`src/rtl/router_read_scheduler_pkg.sv`:
```
// Shared definitions for the 1x3 router read side: channel count, header
// field positions and the read-scheduler state encoding.
package router_read_scheduler_pkg;

  localparam int NUM_CH       = 3;
  localparam int HDR_LEN_LSB  = 2;
  localparam int HDR_LEN_MSB  = 7;
  localparam int HDR_DEST_LSB = 0;
  localparam int HDR_DEST_MSB = 1;

  typedef enum logic [1:0] {
    IDLE  = 2'd0,
    HDR   = 2'd1,
    HWAIT = 2'd2,
    BODY  = 2'd3
  } state_t;

  // Channel index successor modulo NUM_CH.
  function automatic logic [1:0] next_ch(input logic [1:0] ch);
    return (ch >= 2'(NUM_CH - 1)) ? 2'd0 : ch + 2'd1;
  endfunction

  function automatic logic [1:0] hdr_dest(input logic [7:0] hdr);
    return hdr[HDR_DEST_MSB:HDR_DEST_LSB];
  endfunction

endpackage

```
`src/rtl/router_read_scheduler_rr_pick3.sv`:
```
// Combinational round-robin selector: first set request searching from ptr
// upward modulo 3.
module rr_pick3
  import router_read_scheduler_pkg::*;
(
  input  logic [NUM_CH-1:0] req,
  input  logic [1:0]        ptr,
  output logic [1:0]        gnt_idx,
  output logic              any
);

  logic [1:0] c0, c1, c2;

  always_comb begin
    c0 = (ptr >= 2'(NUM_CH)) ? 2'd0 : ptr;
    c1 = next_ch(c0);
    c2 = next_ch(c1);
    gnt_idx = 2'd0;
    any     = 1'b0;
    // Lowest search offset is evaluated last so it wins.
    if (req[c2]) begin
      gnt_idx = c2;
      any     = 1'b1;
    end
    if (req[c1]) begin
      gnt_idx = c1;
      any     = 1'b1;
    end
    if (req[c0]) begin
      gnt_idx = c0;
      any     = 1'b1;
    end
  end

endmodule

```
`src/rtl/router_read_scheduler.sv`:
```
// Read-side packet scheduler: grants one output FIFO at a time round-robin
// and streams one whole packet (header, payload, parity) to a single sink.
module router_read_scheduler
  import router_read_scheduler_pkg::*;
#(
  parameter int DATA_W  = 8,
  parameter int LEN_W   = 6,
  parameter int TIMEOUT = 16
) (
  input  logic              clk2,
  input  logic              reset,
  input  logic              packet_valid_o1,
  input  logic              packet_valid_o2,
  input  logic              packet_valid_o3,
  input  logic [DATA_W-1:0] packet_out0,
  input  logic [DATA_W-1:0] packet_out1,
  input  logic [DATA_W-1:0] packet_out2,
  input  logic              sink_ready_i,
  output logic              read_enable_0,
  output logic              read_enable_1,
  output logic              read_enable_2,
  output logic [DATA_W-1:0] pkt_data_o,
  output logic              pkt_valid_o,
  output logic              sop_o,
  output logic              eop_o,
  output logic [1:0]        grant_o,
  output logic              busy_o,
  output logic              err_o
);

  localparam int            CNT_W   = 8;
  localparam logic [CNT_W-1:0] TO_LAST = CNT_W'(TIMEOUT - 1);
  localparam logic [CNT_W-1:0] CNT_ONE = CNT_W'(1);
  localparam logic [LEN_W:0]   REM_ONE = (LEN_W + 1)'(1);

  state_t            state;
  logic [1:0]        grant;
  logic [1:0]        rr_ptr;
  logic [LEN_W:0]    remaining;
  logic [CNT_W-1:0]  to_cnt;
  logic              vld_p1, sop_p1, eop_p1, err_p1;

  logic [NUM_CH-1:0] req;
  logic [1:0]        pick_idx;
  logic              pick_any;
  logic [DATA_W-1:0] data_sel;
  logic [LEN_W-1:0]  hdr_len;
  logic              valid_grant, reading, issue, timeout_tick, to_hit;

  assign req = {packet_valid_o3, packet_valid_o2, packet_valid_o1};

  rr_pick3 u_pick (
    .req     (req),
    .ptr     (rr_ptr),
    .gnt_idx (pick_idx),
    .any     (pick_any)
  );

  always_comb begin
    case (grant)
      2'd1:    data_sel = packet_out1;
      2'd2:    data_sel = packet_out2;
      default: data_sel = packet_out0;
    endcase
  end

  assign hdr_len      = data_sel[HDR_LEN_LSB +: LEN_W];
  assign valid_grant  = req[grant];
  assign reading      = (state == HDR) || (state == BODY);
  // A pop is held off during reset so an abandoned packet loses no extra byte.
  assign issue        = reading && valid_grant && sink_ready_i && !reset;
  assign timeout_tick = reading && sink_ready_i && !valid_grant;
  assign to_hit       = timeout_tick && (to_cnt == TO_LAST);

  assign read_enable_0 = issue && (grant == 2'd0);
  assign read_enable_1 = issue && (grant == 2'd1);
  assign read_enable_2 = issue && (grant == 2'd2);

  // Stage p0 -> p1: read issue registered alongside its data-cycle flags
  always_ff @(posedge clk2) begin
    if (reset) begin
      state     <= IDLE;
      grant     <= 2'd0;
      rr_ptr    <= 2'd0;
      remaining <= '0;
      to_cnt    <= '0;
      vld_p1    <= 1'b0;
      sop_p1    <= 1'b0;
      eop_p1    <= 1'b0;
      err_p1    <= 1'b0;
    end else begin
      vld_p1 <= issue;
      sop_p1 <= issue && (state == HDR);
      eop_p1 <= issue && (state == BODY) && (remaining == REM_ONE);
      err_p1 <= 1'b0;

      if (issue) begin
        to_cnt <= '0;
      end else if (timeout_tick) begin
        to_cnt <= to_cnt + CNT_ONE;
      end

      case (state)
        IDLE: begin
          to_cnt <= '0;
          if (pick_any) begin
            grant <= pick_idx;
            state <= HDR;
          end
        end
        HDR: begin
          if (issue) begin
            state <= HWAIT;
          end else if (to_hit) begin
            err_p1 <= 1'b1;
            rr_ptr <= next_ch(grant);
            to_cnt <= '0;
            state  <= IDLE;
          end
        end
        HWAIT: begin
          // Payload bytes plus the trailing parity byte.
          remaining <= {1'b0, hdr_len} + REM_ONE;
          state     <= BODY;
        end
        BODY: begin
          if (issue) begin
            remaining <= remaining - REM_ONE;
            if (remaining == REM_ONE) begin
              rr_ptr <= next_ch(grant);
              state  <= IDLE;
            end
          end else if (to_hit) begin
            err_p1 <= 1'b1;
            rr_ptr <= next_ch(grant);
            to_cnt <= '0;
            state  <= IDLE;
          end
        end
        default: state <= IDLE;
      endcase
    end
  end

  assign pkt_valid_o = vld_p1;
  assign pkt_data_o  = vld_p1 ? data_sel : '0;
  assign sop_o       = sop_p1;
  assign eop_o       = eop_p1;
  assign grant_o     = grant;
  assign busy_o      = (state != IDLE);
  assign err_o       = err_p1;

endmodule

```
`config.mk`:
```
export PLATFORM = sky130hd
export DESIGN_NAME = router_read_scheduler
export DESIGN_NICKNAME = d
export VERILOG_FILES = /design/src/rtl/router_read_scheduler_pkg.sv /design/src/rtl/router_read_scheduler_rr_pick3.sv /design/src/rtl/router_read_scheduler.sv
export SDC_FILE = /design/constraint.sdc
export NUM_CORES = 1
export LEC_CHECK = 0
export ABC_AREA = 1
export BUFFER_PORTS_ARGS = -buffer_cell sky130_fd_sc_hd__buf_2
export CORE_MARGIN = 10
export CORE_UTILIZATION = 50
export CTS_BUF_LIST = sky130_fd_sc_hd__clkbuf_8
export DETAILED_ROUTE_END_ITERATION = 8
export GPL_TIMING_DRIVEN = 0
export PLACE_DENSITY = 0.87
export REMOVE_ABC_BUFFERS = 1
export SETUP_SLACK_MARGIN = 0.2
export SLEW_MARGIN = 40
export SYNTH_ARGS = -nofsm -noshare
export SYNTH_HDL_FRONTEND = slang
export SYNTH_SLANG_ARGS = --single-unit
```
`constraint.sdc`:
```
create_clock -name clk2 -period 4.2 [get_ports clk2]
set_clock_uncertainty 0.15 [all_clocks]
set_input_delay 0.42 -clock clk2 [delete_from_list [all_inputs] [get_ports clk2]]
set_output_delay 0.42 -clock clk2 [all_outputs]
set_load 0.02 [all_outputs]
```
Word-level counts from Yosys, hierarchy flattened
Index checks and enable logic that the tools add are counted.
Widths: inputs -> output; s select.
Word-level totals
  register bits: 25
  bits of input ports: 30
  output and inout port bits: 18
  word-level logic and storage cells: 100
Cells by class
  $lt $le $gt $ge: 8
  reductions and logical operators: 26
  equality and inequality tests: 11
  bitwise operators: 1
  add/subtract/negate cells: 6
  muxes and demuxes: 39
Operator list (number)
  $mux 8: 5
  $mux 2: 16
  $pmux 8 s2: 2
  $pmux 7 s2: 1
  $logic_and 1x1->1: 12
  $lt 2x3->1 const B: 4
  $add 8x1->8 const B: 1
  $bmux 1 s2: 4
  $eq 8x4->1 const B: 1
  $ge 2x2->1 const B: 4
  $mux 1: 8
  $pmux 2 s4: 1
  $add 6x1->7 const B: 1
  $eq 7x1->1 const B: 1
  $mux 7: 1
  $sub 7x1->7 const B: 1
  $add 2x1->2 const B: 3
  $eq 2x2->1 const B: 3
  $ne 2x2->1 const B: 3
  $reduce_and 2->1: 3
  $reduce_bool 2->1: 3
  $eq 2x1->1 const B: 2
  $logic_not 2->1: 2
  $pmux 2 s2: 1
  7 further kinds: 8

Longest topological paths before layout
  depth after elaboration: 13
  mapped depth: 14
  mapped depth without buffers: 13

By module
A second synthesis with hierarchy kept.
Second synthesis, totals
  cells, all modules: 301
  area total of the unflattened synthesis: 2030.7 µm²
Modules (own cells, without submodules)
  router_read_scheduler: area each 1803.0 µm², times used 1, seq. area each 500.5 µm², cells an instance 262
  rr_pick3: area each 227.7 µm², times used 1, seq. area each 0.0 µm², cells an instance 39

Worst setup path before layout
OpenSTA, ideal clock, no wires.
  path type: reg-to-reg
  start point: register grant[1], in the netlist grant_o[1]
  end point: register remaining[1]
  path buffers: 0
  data required time: 3931 ps
  data arrival time: 2029 ps
  setup slack: 1902 ps
  stages on the path, launching flop included: 11
  library setup time: 119 ps
  clock period less this slack: 2298 ps
  cell sequence: dfxtp_1 inv_1 ha_1 or2_2 nand2_1 inv_1 ha_1 nand2_1 o21ai_0 o21ai_1 a21oi_1
Between the ends
  word-level cells in the longest chain between the ends: 7
  elaborated cells on any way between the ends: 12
  classes of those cells: 1 x add/sub; 3 x eq/ne; 4 x mux; 4 x reduce/logical
RTL lines
  start: declaration: line router_read_scheduler.sv:37  | logic [1:0] grant;
  start signal: assignment: line router_read_scheduler.sv:107  | grant <= pick_idx;
  parallel branches: the longest is 7 deep, another holds $add 6x1->7
  end signal: assignment: line router_read_scheduler.sv:123  | remaining <= {1'b0, hdr_len} + REM_ONE;
  end signal: assignment: line router_read_scheduler.sv:128  | remaining <= remaining - REM_ONE;
  end: declaration: line router_read_scheduler.sv:39  | logic [LEN_W:0] remaining;
Several ways; the timed one is not identified. The select of a mux whose other input is x is not followed.
A chain may end at the register's enable or synchronous reset.

Worst setup path after layout
  start point: register grant[1], in the netlist grant_o[1]
  end point: output pkt_data_o[5]
Between the ends
  word-level cells in the longest chain between the ends: 3
  elaborated cells on any way between the ends: 4
  classes of those cells: 2 x eq/ne; 2 x mux
RTL lines
  $eq 2x2->1 / $eq 2x1->1 (equally long branches): line router_read_scheduler.sv:60  | case (grant)
  $pmux 8 s2 *: line router_read_scheduler.sv:60
  $mux 8 *: line router_read_scheduler.sv:146  | assign pkt_data_o = vld_p1 ? data_sel : '0;
  end: declaration: line router_read_scheduler.sv:22  | output logic [DATA_W-1:0] pkt_data_o,
Every way passes the cells marked *; elsewhere a longest branch is shown, timed or not.

==> results.md <==
- Total number of vias: 1,887
- Library cells used by synthesis: 36
- Dominant cells by area after synthesis: dfxtp_1, nand2_1, nor2_1
- Die Ht: 81.0 um
- IO Pins: 48
- Pre-CTS WS: 1.67 ns
- Finished Core Util: 59.8%
- Area Growth Syn to Fin: 16.7%
- Starting DRT DRC Count: 112
- Initial antenna violation count: 0
- Root Driver: clkbuf_8
- Grt met1 use: 14.1%
- Die area: 6560 um2
- Busiest grt layer: met2
- Worst-case reg-to-reg path depth: 10
- Worst-Margin Slew: 0.479 ns
- Sequential share of the synthesized area: 26.9%
- Switching Fraction: 36.0%
- Initial core utilization: 51.2%
- Buf/Inv on CP: 2
- First-pass GRT wire length: 7510 um
- Post-CTS Repair Setup Buffers: 0
- Final Wtd Congestion: 0.879
- Most frequent cells after synthesis: nand2_1, nor2_1, inv_1
- Outcome: finished, final reports clean
- CP Depth: 6
- Dominant cell by count in the synthesized netlist: nand2_1
- Post-route insts no fill: 376
- Vias per cell: 5.02
- CP Launch Type: flop
- Clk sinks: 25
- Final Power: 601 uW
- Wire length per cell: 11.9 um
- Critical path's top delay family: adder cells
- Synth warn: 0
- Clk_lat worst skew: 0.28 ns
- Max IR drop VDD: 212 uV
- LEAKAGE: 1.10 nW
- Post-Syn Area: 1860 um2
- Crit Path Max Fanout: 16
- DRC Markers: 0
- Fillers: 340
- Core footprint: 3630 um2
- DRT Pass-1 Iters: 6
- Clk slew on worst S/H paths: 0.09 ns
- Placed cell count: 372
- Placed inst area: 2130 um2
- CTS Buf Count: 3
- CP max-delay cell: ha_1
- Grt total ovfl: 0
- Max-cap violations: 0
- Min Tclk post-route: 2.65 ns
- Required time of the critical path: 3.63 ns
- Nets@finish: 370
- Max-slew violation count: 0
- Synth Flop Type: dfxtp_1
- Die W: 81.0 um
- Maximum number of pins on one net before global-route repair: 17
- CP max stage delay: 0.61 ns
- HPWL Detailed: 3640 um
- Sw power: 216 uW
- GRT Util Overall: 14.0%
- Arrival time worst endpoint: 2.08 ns
- Post-synth top area cell: dfxtp_1
- Post-CTS Hold Buffers: 0
- Flop pwr share: 42.1%
- Post_cts resized: 0
- # H-tree levels: 1
- Port bufs: 47
- Longest Clk Path Bufs: 2
- Slew HR: 68.1%
- Number of global-route vias before repair: 1,840
- Flops & latches, synth: 25
- M2 GR Usage: 26.8%
- CTS tree: done
- Comb pwr share: 33.1%
- ANT nets after route: 0
- Final hold slack: 0.189 ns
- Synth Area per Inst: 6.60 um2
- Share of cells above drive strength 1: 25.3%
- Ant diodes: 0
- Post-Layout Inst Area: 2170 um2
- Post-synth EDFFs: 0
- Setup crit end kind: primary output
- CP Cell Sequence: inv_1 -> ha_1 -> nand3_1 -> o21ai_1 -> nor2_1 -> buf_2
- Tcrit/Tclk final: 63.1%
- Worst min-delay path class: in2reg
- Crit Path Class: reg2out
- Post-synth top area share: 26.9%
- Clk network pwr share: 24.8%
- RSZ-0062 raised after global routing: no
- Final Setup Violations: 0
- Cell area power density: 276 nW/um2
- Fmax: 377 MHz
- Async SR Flop Fraction: 0%
- Mapped Cells: 282
- Setup TNS: 0 ns
- Hold path depth: 2
- Num rows: 22
- Setup ws final: 1.55 ns
- Internal power: 384 uW
- Final WL: 4490 um
- Met3 Use GR: 2.87%
- Final Hold Viols: 0
-- cells by family (layout without fill, tap and decap cells) --
| logic type | count (synthesis) | in the layout | synth area share, % |
|---|---|---|---|
| compound gates | 37 | 37 | 11.0 |
| xor+xnor | 12 | 12 | 5.65 |
| fa+ha+maj | 11 | 11 | 7.39 |
| buf+inv | 43 | 89 | 9.27 |
| flops | 25 | 25 | 26.9 |
| simple gates | 154 | 154 | 39.8 |
-- path summary, 6_finish.rpt --
| path | start | end | slack [ns] |
|---|---|---|---|
| worst max-delay path | grant_o[1] | pkt_data_o[5] | 1.55 |
| worst max register to register | grant_o[1] | remaining[2] | 1.67 |
| worst min register to register | remaining[5] | remaining[5] | 0.34 |
| worst min-delay path | reset | remaining[5] | 0.19 |
-- metal layers --
layer	part of all wire (%)	up-vias
li1	-	983
met1	41	870
met2	55	26
met3	2.2	8
met4	1.8	0
met5	0	-
-- layout make-up --
class	instances	area [um2]	share of cell area (%)
multi-input cells	214	1190	54.7
clock buffers	3	41.3	1.90
clock inverters	1	5.00	0.230
well taps	48	60.1	2.76
flip-flops and latches	25	500	23.0
repair buffers	47	235	10.8
inverters	38	143	6.56
-- layout by cell type, fill, tap and decap left out, types with 2 or more instances in the layout --
cell / n
nor3_1: 2
o21ai_1: 9
xor2_1: 10
a31o_2: 2
buf_2: 47
nand3_1: 18
or2_1: 2
o21ai_0: 12
nand3_2: 5
inv_2: 6
dfxtp_1: 25
nand4_1: 2
nor2_2: 2
ha_1: 11
nor2_1: 45
clkbuf_8: 3
nand2_2: 8
inv_1: 30
clkinv_1: 2
nand3b_1: 2
nand2_1: 60
xnor2_1: 2
a21oi_1: 10
-- registers in the layout (all words and copies together) (netlist names) --
| signal | count |
|---|---|
| to_cnt | 8 |
| remaining | 7 |
| grant_o | 2 |
| rr_ptr | 2 |
| state | 2 |
| eop_o | 1 |
| err_o | 1 |
| pkt_valid_o | 1 |
| sop_o | 1 |
-- power by group through the flow --
stage                     clock [mW]  sequential (mW)  combinational, mW
after floorplan                    0            0.260              0.145
after global placement             0            0.258              0.194
after detailed placement           0            0.258              0.199
after CTS                      0.150            0.253              0.200
after global routing           0.163            0.255              0.224
final                          0.149            0.253              0.199
No activity file was read; power rests on OpenSTA's default activity.
